$ cat src/rtl/piso_serializer.sv
// Parallel-in / serial-out serializer.
// A WIDTH-bit word is accepted over a valid/ready handshake and sent one bit
// per clock on sout, qualified by sout_valid. The next word can be accepted
// during the last-bit cycle, so back-to-back words leave no gap on the line.

module piso_serializer #(
  parameter int WIDTH      = 8,
  parameter bit MSB_FIRST  = 1'b1,
  parameter bit IDLE_LEVEL = 1'b0
) (
  input  logic             clk,
  input  logic             rst,
  input  logic [WIDTH-1:0] load_data,
  input  logic             load_valid,
  output logic             load_ready,
  output logic             sout,
  output logic             sout_valid,
  output logic             busy,
  output logic             done
);

  localparam int CW = $clog2(WIDTH);
  localparam logic [CW-1:0] LAST = CW'(WIDTH - 1);

  typedef enum logic {
    IDLE  = 1'b0,
    SHIFT = 1'b1
  } state_t;

  state_t           state;
  state_t           state_next;
  logic [WIDTH-1:0] shreg;
  logic [WIDTH-1:0] shreg_next;
  logic [CW-1:0]    count;
  logic [CW-1:0]    count_next;
  logic [CW-1:0]    count_plus;
  logic             sout_next;
  logic             sout_valid_next;
  logic             done_next;
  logic             last_bit;
  logic             accept;

  // Bit that goes out first when a fresh word is loaded.
  function automatic logic first_bit(input logic [WIDTH-1:0] word);
    return MSB_FIRST ? word[WIDTH-1] : word[0];
  endfunction

  // Bit that follows the one currently on sout, read before the shift.
  function automatic logic following_bit(input logic [WIDTH-1:0] word);
    return MSB_FIRST ? word[WIDTH-2] : word[1];
  endfunction

  // Move the register one place so the sent bit drops out of the active end.
  function automatic logic [WIDTH-1:0] shifted(input logic [WIDTH-1:0] word);
    return MSB_FIRST ? (word << 1) : (word >> 1);
  endfunction

  assign last_bit   = (state == SHIFT) && (count == LAST);
  assign load_ready = !rst && ((state == IDLE) || last_bit);
  assign accept     = load_valid && load_ready;
  assign busy       = (state == SHIFT);
  assign count_plus = count + 1'b1;

  // State, datapath and registered outputs; reset is asynchronous so an
  // in-flight word is dropped immediately and never reports done.
  always_ff @(posedge clk or posedge rst) begin
    if (rst) begin
      state      <= IDLE;
      shreg      <= '0;
      count      <= '0;
      sout       <= IDLE_LEVEL;
      sout_valid <= 1'b0;
      done       <= 1'b0;
    end else begin
      state      <= state_next;
      shreg      <= shreg_next;
      count      <= count_next;
      sout       <= sout_next;
      sout_valid <= sout_valid_next;
      done       <= done_next;
    end
  end

  // Next-state and next-output selection: load on accept, otherwise shift
  // until the last bit, then fall back to idle.
  always_comb begin
    state_next      = state;
    shreg_next      = shreg;
    count_next      = count;
    sout_next       = IDLE_LEVEL;
    sout_valid_next = 1'b0;
    done_next       = 1'b0;

    case (state)
      IDLE: begin
        if (accept) begin
          state_next      = SHIFT;
          shreg_next      = load_data;
          count_next      = '0;
          sout_next       = first_bit(load_data);
          sout_valid_next = 1'b1;
        end
      end

      SHIFT: begin
        if (!last_bit) begin
          shreg_next      = shifted(shreg);
          count_next      = count_plus;
          sout_next       = following_bit(shreg);
          sout_valid_next = 1'b1;
          done_next       = (count_plus == LAST);
        end else if (accept) begin
          shreg_next      = load_data;
          count_next      = '0;
          sout_next       = first_bit(load_data);
          sout_valid_next = 1'b1;
        end else begin
          state_next = IDLE;
          count_next = '0;
        end
      end

      default: begin
        state_next = IDLE;
        count_next = '0;
      end
    endcase
  end

endmodule

$ cat config.mk
export PLATFORM = sky130hd
export DESIGN_NAME = piso_serializer
export DESIGN_NICKNAME = d
export VERILOG_FILES = /design/src/rtl/piso_serializer.sv
export SDC_FILE = /design/constraint.sdc
export NUM_CORES = 1
export LEC_CHECK = 0
export ABC_AREA = 1
export CAP_MARGIN = 5
export CORE_MARGIN = 3
export CORE_UTILIZATION = 47
export DETAILED_ROUTE_END_ITERATION = 6
export PLACE_DENSITY_LB_ADDON = 0.25
export SLEW_MARGIN = 20
export SYNTH_ARGS = -nofsm -noshare
export SYNTH_HDL_FRONTEND = slang
export SYNTH_SLANG_ARGS = --single-unit
$ cat constraint.sdc
create_clock -name clk -period 1.6 [get_ports clk]
set_input_delay 0.32 -clock clk [delete_from_list [all_inputs] [get_ports clk]]
set_output_delay 0.32 -clock clk [all_outputs]
set_load 0.03 [all_outputs]
Yosys cells after proc, flatten, opt, wreduce, memory -nomap -nowiden. Cells that the tools add are included.

Register bits: 14. Input bits: 11. Output and inout bits: 5. Logic and storage cells: 29.

Add/sub/neg operators: 1. Eq/ne operators: 3. Muxes and demuxes: 14. Bitwise logic cells: 1. Reduce and logical (&&, ||, !) cells: 5.

Operators with widths (number): $mux 8 (2); $pmux 8 s2 (1); $eq 3x3->1 const B (2); $mux 1 (6); $mux 3 (2); $pmux 3 s2 (1); $pmux 1 s2 (2); $add 3x1->3 const B (1); $logic_and 1x1->1 (3); $ne 2x2->1 const B (1); $logic_not 1->1 (1); $logic_or 1x1->1 (1); $not 1->1 (1).

Depth between registers and ports, before layout. Gate-level depths: netlist of the first run.

Word-level depth: 8. Gate-level depth with buffers: 7. Depth with buffers taken out: 7.

Least setup slack after synthesis of the first run. OpenSTA, ideal clock, no wires.

Path kind: register -> output. Start: reg count[0]. End: out load_ready. Data arrival time: 1.224 ns. Required time: 1.280 ns. Slack: 0.056 ns. Cell stages (with the launch flop): 5. Buffers on the path: 0. Cell sequence: dfrtp_1 ha_1 ha_1 nor2_4 nor2_1.

Cells in the longest elaborated chain, start to end: 4.

RTL lines: from (decl) (line 34) `logic [CW-1:0] count;`; from (signal assigned) (line 77) `count <= count_next;`; $eq 3x3->1 (line 58) `assign last_bit = (state == SHIFT) && (count == LAST);`; $logic_and 1x1->1 (line 58); $logic_or 1x1->1 (line 59) `assign load_ready = !rst && ((state == IDLE) || last_bit);`; $logic_and 1x1->1 (line 59); to (decl) (line 15) `output logic load_ready,`.

No other way between the ends.

Worst setup path after layout of the first run.
Start: reg count[1]. End: out load_ready.

The elaborated chain is that of the path after synthesis.

==> flow_metrics.env, run 1 <==
export IMPL_reg2reg_slack_ns=0.25
export IMPL_syn_area_um2=677
export IMPL_cts_htree_levels=1
export IMPL_antenna_found_initial=0
export IMPL_clk_path_buf_depth=2
export IMPL_crit_start="count[1]"
export IMPL_ant_nets=0
export IMPL_status="finished, violations left"
export IMPL_cpPeakStageDelay_ns=0.40
export IMPL_drc=0
export IMPL_yosysMostFrequentCell="dfrtp_1"
export IMPL_grt_use_total_pct=17.4
export IMPL_worstMarginPinSlew_ns=0.318
export IMPL_rsz0062_at_grt="yes"
export IMPL_crit_type="reg2out"
export IMPL_worstPathArrival_ns=1.34
export IMPL_wl_per_cell_um=13.7
export IMPL_tritoncts_num_buffers=3
export IMPL_synth_largest_area_cell="dfrtp_1"
export IMPL_synthMuxAreaShare_pct=0
export IMPL_port_buffers=15
export IMPL_place_area_um2=862
export IMPL_required_ns=1.28
export IMPL_top_usage_layer="met2"
export IMPL_via_per_inst=5.38
export IMPL_synthTopCellsByArea="dfrtp_1 48%, nand3_1 6.7%, nand2_1 6.7%, o211ai_1 6.7%, ha_1 5.5%"
export IMPL_core_area_um2=1330
export IMPL_met3_usage_pct=3.73
export IMPL_cts_root_buf="clkbuf_4"
export IMPL_cts_tree="yes"
export IMPL_num_rows=13
export IMPL_ios=16
export IMPL_nets=109
export IMPL_vias=586
export IMPL_num_antenna_cells=0
export IMPL_async_flop_share_pct=100
export IMPL_clock_latency_ns=0.27
export IMPL_gr_usage_met1_pct=22.3
export IMPL_clk_pin_slew_ns=0.08
export IMPL_fin_skew_ns=0.00218
export IMPL_die_w_um=44.0
export IMPL_r2r_cells=7
export IMPL_r2r_start="count[1]"
export IMPL_cp_end_kind="output pin"
export IMPL_grt_first_pass_wirelength_um=2500
export IMPL_synth_compound_area_share_pct=11.5
export IMPL_setup_viol=1
export IMPL_hold_viol_final=0
export IMPL_ys_ff_latch=13
export IMPL_drv_slew=0
export IMPL_dp_hpwl_um=1060
export IMPL_startpoint_type="flip-flop"
export IMPL_yosys_area_share_simple_pct=24.6
export IMPL_holdCritPathClass="in2async"
export IMPL_drt_initial_drc_count=16
export IMPL_rr_endpoint="shreg[0]"
export IMPL_crit_path_cell_trace="ha_2 -> ha_4 -> nor2_4 -> nor2_2 -> buf_6"
export IMPL_ys_warn_count=0
export IMPL_initial_core_util_pct=50.8
export IMPL_use_met2_pct=28.8
export IMPL_cap_violations=0
export IMPL_syn_area_per_cell_um2=9.81
export IMPL_fin_ws_ns=-0.0591
export IMPL_yosysTopAreaCellShare_pct=48.1
export IMPL_synthAdderAreaFrac_pct=5.55
export IMPL_yosysUniqueCellTypes=20
export IMPL_ctsHoldBuffers=0
export IMPL_dieArea_um2=1930
export IMPL_ys_seq_area_share_pct=48.1
export IMPL_synth_edf_count=0
export IMPL_pwr_density_cell_nw_per_um2=1650
export IMPL_syn_to_final_growth_pct=37.0
export IMPL_period_needed_ns=1.66
export IMPL_stdcell_area_um2=927
export IMPL_die_h_um=44.0
export IMPL_clock_sinks=13
export IMPL_violations="setup timing"
export IMPL_nFillCells=121
export IMPL_min_period_over_period_pct=104
export IMPL_ys_top_cells_by_count="13 x dfrtp_1, 12 x nand2_1, 9 x nand3_1, 6 x nand4_1, 6 x o211ai_1"
export IMPL_critPathMaxFanout=2
export IMPL_gp_congestion=0.738
export IMPL_dr_pass1_iters=4
export IMPL_drive_gt1_share_pct=26.6
export IMPL_vdd_drop_max_mv=0.865
export IMPL_synthesis_nets=83
export IMPL_power_leakage_nw=0.463
export IMPL_drt_wl_total_um=1500
export IMPL_gr_total_overflow=0
export IMPL_synth_xor_area_share_pct=0
export IMPL_synth_ff_type="dfrtp_1"
export IMPL_fmaxAchievable_mhz=603
export IMPL_synthCells=69
export IMPL_maxSlewHeadroom_pct=78.7
export IMPL_cp_slowest_cell="dfrtp_1"
export IMPL_fin_setup_tns_ns=-0.0591
export IMPL_grt_max_degree=19
export IMPL_grt_pass1_vias=574
export IMPL_synth_top_family_by_area="simple AND/OR/NAND/NOR gates"
==> cell usage in the layout (no fill, tap or decap) <==
master and n:
nand2_4 1, clkbuf_1 1, nand4_1 6, nand2_1 12
inv_1 4, ha_1 1, o21ai_2 2, dlymetal6s2s_1 2
a21oi_1 1, dfrtp_1 13, nor3b_2 1, clkbuf_4 3
nor2_2 1, clkdlybuf4s50_1 10, o21ai_1 1, o21ai_0 1
nor2_4 1, o211ai_1 6, ha_4 1, inv_2 2
buf_4 10, ha_2 1, dlygate4sd2_1 2, inv_4 1
buf_6 1, nand3_1 9
==> repair_timing <==
| item | 4_1_cts | 5_1_grt |
|---|---|---|
| buffers inserted | 2 | 0 |
| resized for setup | 7 | 2 |
| pin swaps | 2 | 0 |
| endpoints found under the setup margin | 3 | 3 |
==> critical path: cells and delay by family (launching register included) <==
family / cells / cell delay (ns)
buffers and inverters: 1 / 0.15
DFF: 1 / 0.40
and+or+nand+nor: 2 / 0.14
adders and majority gates: 2 / 0.38
==> power breakdown <==
| part | total, W | switching (W) | leakage (nW) | internal (W) |
|---|---|---|---|---|
| Sequential | 0.000537 | 0.0000783 | 0.168 | 0.000459 |
| Combinational | 0.000794 | 0.000459 | 0.281 | 0.000334 |
| Clock | 0.000201 | 0.000105 | 0.0150 | 0.0000964 |
| Total | 0.00153 | 0.000642 | 0.463 | 0.000890 |
==> per-layer routing <==
layer / vias up / share of wire, % / routed length, um
met5: - / 0 / 0
met2: 21 / 46 / 687
li1: 291 / - / -
met4: 0 / 0.80 / 12
met1: 272 / 46 / 694
met3: 2 / 6.9 / 103
==> kinds of logic after synthesis <==
group	Yosys count
fa+ha+maj	3
flops	13
buf+inv	11
compound gates	11
simple gates	31
==> final cells by class <==
class	count	area (um2)	area share (%)
clock buffers	4	26.3	2.83
multi-input cells	45	299	32.3
repair buffers	25	229	24.7
well taps	15	18.8	2.02
inverters	7	28.8	3.10
flip-flops and latches	13	325	35.1
==> how the worst max path moves through the flow <==
stage	end	slack [ns]
after floorplan	load_ready	0.06
after CTS	load_ready	-0.05
final	load_ready	-0.06
after detailed placement	load_ready	0.06
after global placement	load_ready	0.06
after global routing	load_ready	-0.11
==> registers in the layout (all words and copies together), names as in the netlist <==
register	cells
busy	1
count	3
done	1
shreg	7
sout	1
==> metrics by stage <==
step	utilization, %	hold slack (ns)	worst slack, ns	power (W)	std cells
4_1_cts	69.1	0.392	-0.0473	0.00152	109
5_1_grt	69.5	0.431	-0.113	0.00164	109
2_1_floorplan	-	0.239	0.0564	0.00105	69
3_5_place_dp	64.6	0.490	0.0638	0.00126	103
3_3_place_gp	64.6	0.478	0.0611	0.00123	103
6_report	69.5	0.415	-0.0591	0.00153	109
(Power assumes the default switching activity.)
==> inputs of run 2 (changes only) <==
Settings changed: CTS_CLUSTER_SIZE from default to 8, MAX_ROUTING_LAYER from default to met4.
==> flow_metrics.env, run 2 (synthesis gave the netlist of run 1 again) <==
export IMPL_status="finished, violations left"
export IMPL_violations="setup timing"
export IMPL_wl_per_cell_um=13.4
export IMPL_die_h_um=44.0
export IMPL_fmaxAchievable_mhz=602
export IMPL_fin_ws_ns=-0.0598
export IMPL_final_common_cell="dfrtp_1"
export IMPL_largestRegisters="shreg (7), count (3)"
export IMPL_grt_use_total_pct=17.8
export IMPL_core_area_um2=1330
export IMPL_drv_slew=0
export IMPL_startpoint_type="flip-flop"
export IMPL_vias=584
export IMPL_drive_gt1_share_pct=26.6
export IMPL_grt_max_degree=19
export IMPL_pwr_density_cell_nw_per_um2=1650
export IMPL_ios=16
export IMPL_grt_pass1_vias=579
export IMPL_cp_slowest_cell="dfrtp_1"
export IMPL_fin_setup_tns_ns=-0.0598
export IMPL_clk_pin_slew_ns=0.08
export IMPL_largest_reg_flops=7
export IMPL_crit_path_cell_trace="ha_2 -> ha_4 -> nor2_4 -> nor2_2 -> buf_6"
export IMPL_initial_core_util_pct=50.8
export IMPL_period_needed_ns=1.66
export IMPL_cap_violations=0
export IMPL_drt_initial_drc_count=14
export IMPL_cts_htree_levels=1
export IMPL_clk_path_buf_depth=2
export IMPL_dr_pass1_iters=4
export IMPL_syn_to_final_growth_pct=37.0
export IMPL_die_w_um=44.0
export IMPL_stdcell_area_um2=927
export IMPL_holdCritPathClass="in2async"
export IMPL_drc=0
export IMPL_place_area_um2=862
export IMPL_cp_end_kind="output pin"
export IMPL_antenna_found_initial=0
export IMPL_layout_cells_most_common_list="13 x dfrtp_1, 12 x nand2_1, 10 x clkdlybuf4s50_1, 10 x buf_4, 9 x nand3_1"
export IMPL_gr_total_overflow=0
export IMPL_fin_skew_ns=0.00201
export IMPL_rsz0062_at_grt="yes"
export IMPL_via_per_inst=5.36
export IMPL_cts_root_buf="clkbuf_4"
export IMPL_nets=109
export IMPL_clock_sinks=13
export IMPL_power_leakage_nw=0.463
export IMPL_gp_congestion=0.747
export IMPL_worstMarginPinSlew_ns=0.318
export IMPL_worstPathArrival_ns=1.34
export IMPL_regMostFlops="shreg"
export IMPL_tritoncts_num_buffers=3
export IMPL_clock_latency_ns=0.27
export IMPL_hold_viol_final=0
export IMPL_maxSlewHeadroom_pct=78.7
export IMPL_required_ns=1.28
export IMPL_final_core_util_pct=69.5
export IMPL_hold_ws_ns=0.415
export IMPL_drt_wl_total_um=1460
export IMPL_cpPeakStageDelay_ns=0.40
export IMPL_dieArea_um2=1930
export IMPL_ant_nets=0
export IMPL_crit_type="reg2out"
export IMPL_critPathMaxFanout=2
export IMPL_ctsHoldBuffers=0
export IMPL_dp_hpwl_um=1060
export IMPL_num_antenna_cells=0
export IMPL_grt_first_pass_wirelength_um=2470
export IMPL_port_buffers=15
export IMPL_cts_tree="yes"
export IMPL_vdd_drop_max_mv=0.864
export IMPL_setup_viol=1
export IMPL_min_period_over_period_pct=104
export IMPL_num_rows=13
[run 2: cell counts in the layout (fill, tap and decap cells not counted)]
No cell type changed its count.
[run 2: per-layer routing]
layer / GRT usage (%) / vias up / wire [um]
met5: - / - / 0
met4: 6.02 / 0 / 12
met3: 3.73 / 2 / 101
met2: 28.8 / 19 / 684
met1: 21.8 / 272 / 662
li1: - / 291 / -
[run 2: final cells by class]
cell class	instances	area, um2
fillers	121	407
flip-flops and latches	13	325
multi-input cells	45	299
repair buffers	25	229
inverters	7	28.8
clock buffers	4	26.3
well taps	15	18.8
[run 2: worst max-delay path: cells and delay by family (launching register included)]
kind	cells	cell delay (ns)
adders and majority gates	2	0.38
buffers and inverters	1	0.15
DFF	1	0.40
and+or+nand+nor	2	0.14
[run 2: stage by stage]
step	setup slack, ns	power (W)	std cells
4_1_cts	-0.0473	0.00152	109
6_report	-0.0598	0.00153	109
3_3_place_gp	0.0611	0.00123	103
3_5_place_dp	0.0638	0.00126	103
2_1_floorplan	0.0564	0.00105	69
5_1_grt	-0.113	0.00163	109
[run 2: report_power, final]
part	internal [W]	total (W)	switching, W
clock	0.0000964	0.000201	0.000104
combinational	0.000333	0.000788	0.000455
sequential	0.000459	0.000536	0.0000773
total	0.000889	0.00153	0.000636
[run 2: what timing repair did]
action / in CTS / in global routing
gates cloned: 0 / 0
pin swaps: 2 / 0
setup endpoints to repair: 3 / 3
gates resized for setup: 7 / 2
buffers inserted: 2 / 0
[run 2: final timing paths]
| check | from | endpoint | slack (ns) | cells past startpoint |
|---|---|---|---|---|
| worst min register to register | shreg[1] | shreg[2] | 0.50 | 2 |
| worst min-delay path | rst | shreg[1] | 0.41 | 2 |
| worst max-delay path | count[1] | load_ready | -0.06 | 5 |
| worst max register to register | count[1] | shreg[0] | 0.25 | 7 |
| min in group clk | shreg[1] | shreg[2] | 0.50 | 2 |
| max in group asynchronous | rst | shreg[5] | 0.82 | 4 |
==> inputs of run 3 (changes only) <==
Settings changed: CAP_MARGIN 5 to default, CORE_MARGIN 3 to 5.
==> flow_metrics.env, run 3 (synthesis gave the netlist of run 1 again) <==
export IMPL_wl_per_cell_um=14.0
export IMPL_period_needed_ns=1.66
export IMPL_hp_start="shreg[3]"
export IMPL_stdcell_area_um2=927
export IMPL_worstPathArrival_ns=1.34
export IMPL_place_area_um2=862
export IMPL_vias=591
export IMPL_r2r_start="count[1]"
export IMPL_fin_setup_tns_ns=-0.0552
export IMPL_crit_family="flip-flops"
export IMPL_drt_initial_drc_count=12
export IMPL_ant_nets=0
export IMPL_drive_gt1_share_pct=26.6
export IMPL_via_per_inst=5.42
export IMPL_layout_cells_most_common_list="13 x dfrtp_1, 12 x nand2_1, 10 x clkdlybuf4s50_1, 10 x buf_4, 9 x nand3_1"
export IMPL_drc=0
export IMPL_gp_congestion=0.729
export IMPL_num_antenna_cells=0
export IMPL_crit_path_cell_trace="ha_2 -> ha_4 -> nor2_4 -> nor2_2 -> buf_6"
export IMPL_cpPeakStageDelay_ns=0.39
export IMPL_hold_depth=2
export IMPL_gr_total_overflow=0
export IMPL_largest_reg_flops=7
export IMPL_grt_pass1_vias=562
export IMPL_hold_viol_final=0
export IMPL_final_common_cell="dfrtp_1"
export IMPL_ctsHoldBuffers=0
export IMPL_dp_hpwl_um=1150
export IMPL_grt_max_degree=19
export IMPL_cts_root_buf="clkbuf_4"
export IMPL_cp_end_kind="output pin"
export IMPL_tritoncts_num_buffers=3
export IMPL_clock_latency_ns=0.28
export IMPL_cap_violations=0
export IMPL_min_period_over_period_pct=103
export IMPL_critPathMaxFanout=2
export IMPL_largestRegisters="shreg (7), count (3)"
export IMPL_antenna_found_initial=0
export IMPL_rsz0062_at_grt="yes"
export IMPL_min_to="shreg[4]"
export IMPL_num_rows=13
export IMPL_drv_slew=0
export IMPL_cp_slowest_cell="dfrtp_1"
export IMPL_core_area_um2=1330
export IMPL_maxSlewHeadroom_pct=78.6
export IMPL_fmaxAchievable_mhz=604
export IMPL_port_buffers=15
export IMPL_status="finished, violations left"
export IMPL_power_leakage_nw=0.463
export IMPL_reg2reg_slack_ns=0.29
export IMPL_fin_skew_ns=0.00316
export IMPL_violations="setup timing"
export IMPL_cts_htree_levels=1
export IMPL_initial_core_util_pct=50.8
export IMPL_setup_viol=1
export IMPL_grt_first_pass_wirelength_um=2410
export IMPL_pwr_density_cell_nw_per_um2=1650
export IMPL_vdd_drop_max_mv=1.04
export IMPL_cp_buffers_inverters=1
export IMPL_ios=16
export IMPL_regMostFlops="shreg"
export IMPL_rr_endpoint="shreg[0]"
export IMPL_die_h_um=48.0
export IMPL_crit_type="reg2out"
export IMPL_die_w_um=48.0
export IMPL_clk_pin_slew_ns=0.08
export IMPL_clk_path_buf_depth=2
export IMPL_required_ns=1.28
export IMPL_cts_tree="yes"
export IMPL_holdCritPathClass="reg2reg"
export IMPL_clock_sinks=13
export IMPL_dieArea_um2=2300
export IMPL_syn_to_final_growth_pct=37.0
export IMPL_fin_ws_ns=-0.0552
export IMPL_nets=109
export IMPL_r2r_cells=7
export IMPL_startpoint_type="flip-flop"
export IMPL_grt_use_total_pct=15.7
export IMPL_drt_wl_total_um=1530
export IMPL_worstMarginPinSlew_ns=0.320
export IMPL_dr_pass1_iters=5
## run 3: cell counts in the layout (fill, tap and decap cells not counted)
No cell type changed its count.
## run 3: how the worst max path moves through the flow
stage,startpoint,end,slack (ns),cells after the start
after CTS,count[1],load_ready,-0.07,5
after global routing,count[0],load_ready,-0.11,5
after detailed placement,rst,load_ready,0.05,3
after global placement,rst,load_ready,0.06,3
after floorplan,count[0],load_ready,0.06,4
final,count[0],load_ready,-0.06,5
## run 3: what timing repair did
item                       in CTS  in global routing
pin swaps                       2                  1
gates resized for setup         7                  2
setup endpoints to repair       3                  3
setup buffers                   2                  0
## run 3: layer usage
metal	GRT usage, %	part of all wire, %	up-vias	wire length, um
met4	6.45	1.4	0	21
met2	24.8	50	20	768
met5	-	0	-	0
met3	2.63	7.2	4	110
li1	-	-	292	-
met1	19.8	41	275	631
## run 3: tightest hold or removal path, stage by stage (launching register included)
cell and delay (ns):
dfrtp_1 0.36, nand2_1 0.05, nand3_1 0.07
## run 3: power by group
group          switching [W]  leakage [nW]  internal [W]
Sequential         0.0000805         0.168      0.000459
Clock               0.000107        0.0150     0.0000968
Combinational       0.000450         0.281      0.000332
## run 3: stage by stage
step	util [%]	power (W)	hold WS [ns]	setup WS [ns]	cells
finish	69.5	0.00153	0.512	-0.0552	109
global route	69.5	0.00163	0.537	-0.114	109
CTS	69.1	0.00153	0.515	-0.0741	109
detailed placement	64.6	0.00126	0.495	0.0462	103
global placement	64.6	0.00124	0.480	0.0569	103
floorplan	-	0.00105	0.239	0.0564	69
## run 3: final cells by class
class                           count  area, um2
Tap cell                           15       18.8
Inverter                            7       28.8
Clock buffer                        4       26.3
Timing Repair Buffer               25        229
Sequential cell                    13        325
Multi-Input combinational cell     45        299
Fill cell                         120        407
==> RTL edit (config.mk and constraints of run 2) <==
Set the parameter `WIDTH` to 16 (it was 8).
--- a/src/rtl/piso_serializer.sv
+++ b/src/rtl/piso_serializer.sv
@@ -4,7 +4,7 @@
 // during the last-bit cycle, so back-to-back words leave no gap on the line.
 
 module piso_serializer #(
-  parameter int WIDTH      = 8,
+  parameter int WIDTH      = 16,
   parameter bit MSB_FIRST  = 1'b1,
   parameter bit IDLE_LEVEL = 1'b0
 ) (
Interface: changed (resized load_data); port bits go from 16 to 24. The function was not compared with the original's and may differ.
==> RTL edit against run 2 <==
The flow still finishes with violations (negative setup slack); wire length rose by 65%; worst setup slack improved by 0.0050 ns; cell area rose by 65%; maximum frequency rose by 0.30%; area after synthesis rose by 69%; core utilization fell by 1.7 points; power rose by 57%; sequential cell count rose by 9; largest cell class unchanged; largest power group unchanged; highest routed layer unchanged.
==> RTL edit: results (changes against run 2) <==
Placed design
  • Post-DP HPWL: 1.69 mm (+60%)
  • # placed instances: 192 (+86%)
  • PortBufs: 23 (+8)
  • DP Area: 1440 µm² (+67%)

STA
  • Rel. slew slack: 80.0% (+1.3 points)
  • Clk_skew: 0.00345 ns (+0.00144 ns)
  • Setup ws final: -0.0548 ns (+0.00503 ns)
  • Setup Viol. Count Final: 1 (unchanged)

Synth
  • Sequential fraction of the synthesis area: 48.0% (about the same)
  • Dominant cells by area after synthesis: dfrtp_1, nand3_1, nand2_1
  • Distinct cells, synth: 19 (-5.0%)
  • Syn_nets: 163 (+96%)
  • Mapped Cells: 142 (+110%)
  • Synth cell count leaders: nand2_1, nand3_1, dfrtp_1

Global route
  • Global-route wire length before repair: 4.44 mm (+80%)
  • Total Routing Usage GR: 17.7% (-0.024 points)
  • Vias in the first global route: 1035 (+79%)

Status
  • Status: finished, violations left
  • Failing checks: negative setup slack

Setup path
  • FF-to-FF End: shreg[4]
  • R2r startpoint: count[0]
  • R2R Setup Slk: 0.16 ns (-0.09 ns)

Power
  • Peak VDD IR: 0.000922 V (+6.7%)

Drt
  • Vias per cell: 5.31 (-0.99%)
  • Total number of vias: 1061 (+82%)

Finish
  • # nets final: 194 (+78%)

Clock network
  • Clk Latency, worst-skew pair: 0.30 ns (+0.03 ns)
## RTL edit: cell types whose count changed in the layout (fill, tap and decap cells not counted), moves of 8 or more
cell / delta
dfrtp_1: +9
clkdlybuf4s50_1: +8
nand4_1: +8
inv_1: +16
nand2_1: +22
nand3_1: +18
## RTL edit: worst reg2reg max path: stages (launching register included)
cell and delay [ns]:
dfrtp_1 0.44, ha_4 0.18, nand3_2 0.08, nand2_4 0.06, buf_4 0.17, nand3_2 0.08
buf_12 0.15, nand2_1 0.07, nand3_1 0.07, nand2_1 0.05
## RTL edit: kinds of logic (layout without fill, tap and decap cells)
logic type / count (synthesis) / after routing / share of synthesized area, %
and+or+nand+nor: 80 / 80 / 34.3
buffers and inverters: 31 / 61 / 12.1
DFF: 22 / 22 / 48.0
AOI/OAI and AO/OA: 6 / 6 / 2.62
adders and majority gates: 2 / 2 / 2.18
xor gates and xnor gates: 1 / 1 / 0.764
## RTL edit: worst min path at each step
stage | from | cells past startpoint | endpoint | slack, ns
floorplan | shreg[1] | 2 | shreg[2] | 0.45
global placement | shreg[3] | 2 | shreg[4] | 0.46
detailed placement | shreg[7] | 2 | shreg[8] | 0.47
CTS | rst | 3 | shreg[0] | 0.49
global route | rst | 3 | shreg[7] | 0.50
finish | rst | 3 | shreg[0] | 0.50
## RTL edit: routing by layer
metal / vias up / share of wire (%) / track usage [%]
li1: 524 / - / -
met1: 512 / 45 / 22.2
met2: 23 / 50 / 30.4
met3: 2 / 3.9 / 2.34
met4: 0 / 0.71 / 4.17
met5: - / 0 / -
## RTL edit: layout make-up
cell class	instances	area [µm²]	area share [%]
Multi-Input combinational cell	89	477	31.2
Sequential cell	22	551	36.0
Clock buffer	4	36.3	2.37
Inverter	21	81.3	5.32
Tap cell	28	35.0	2.29
Timing Repair Buffer	36	349	22.8
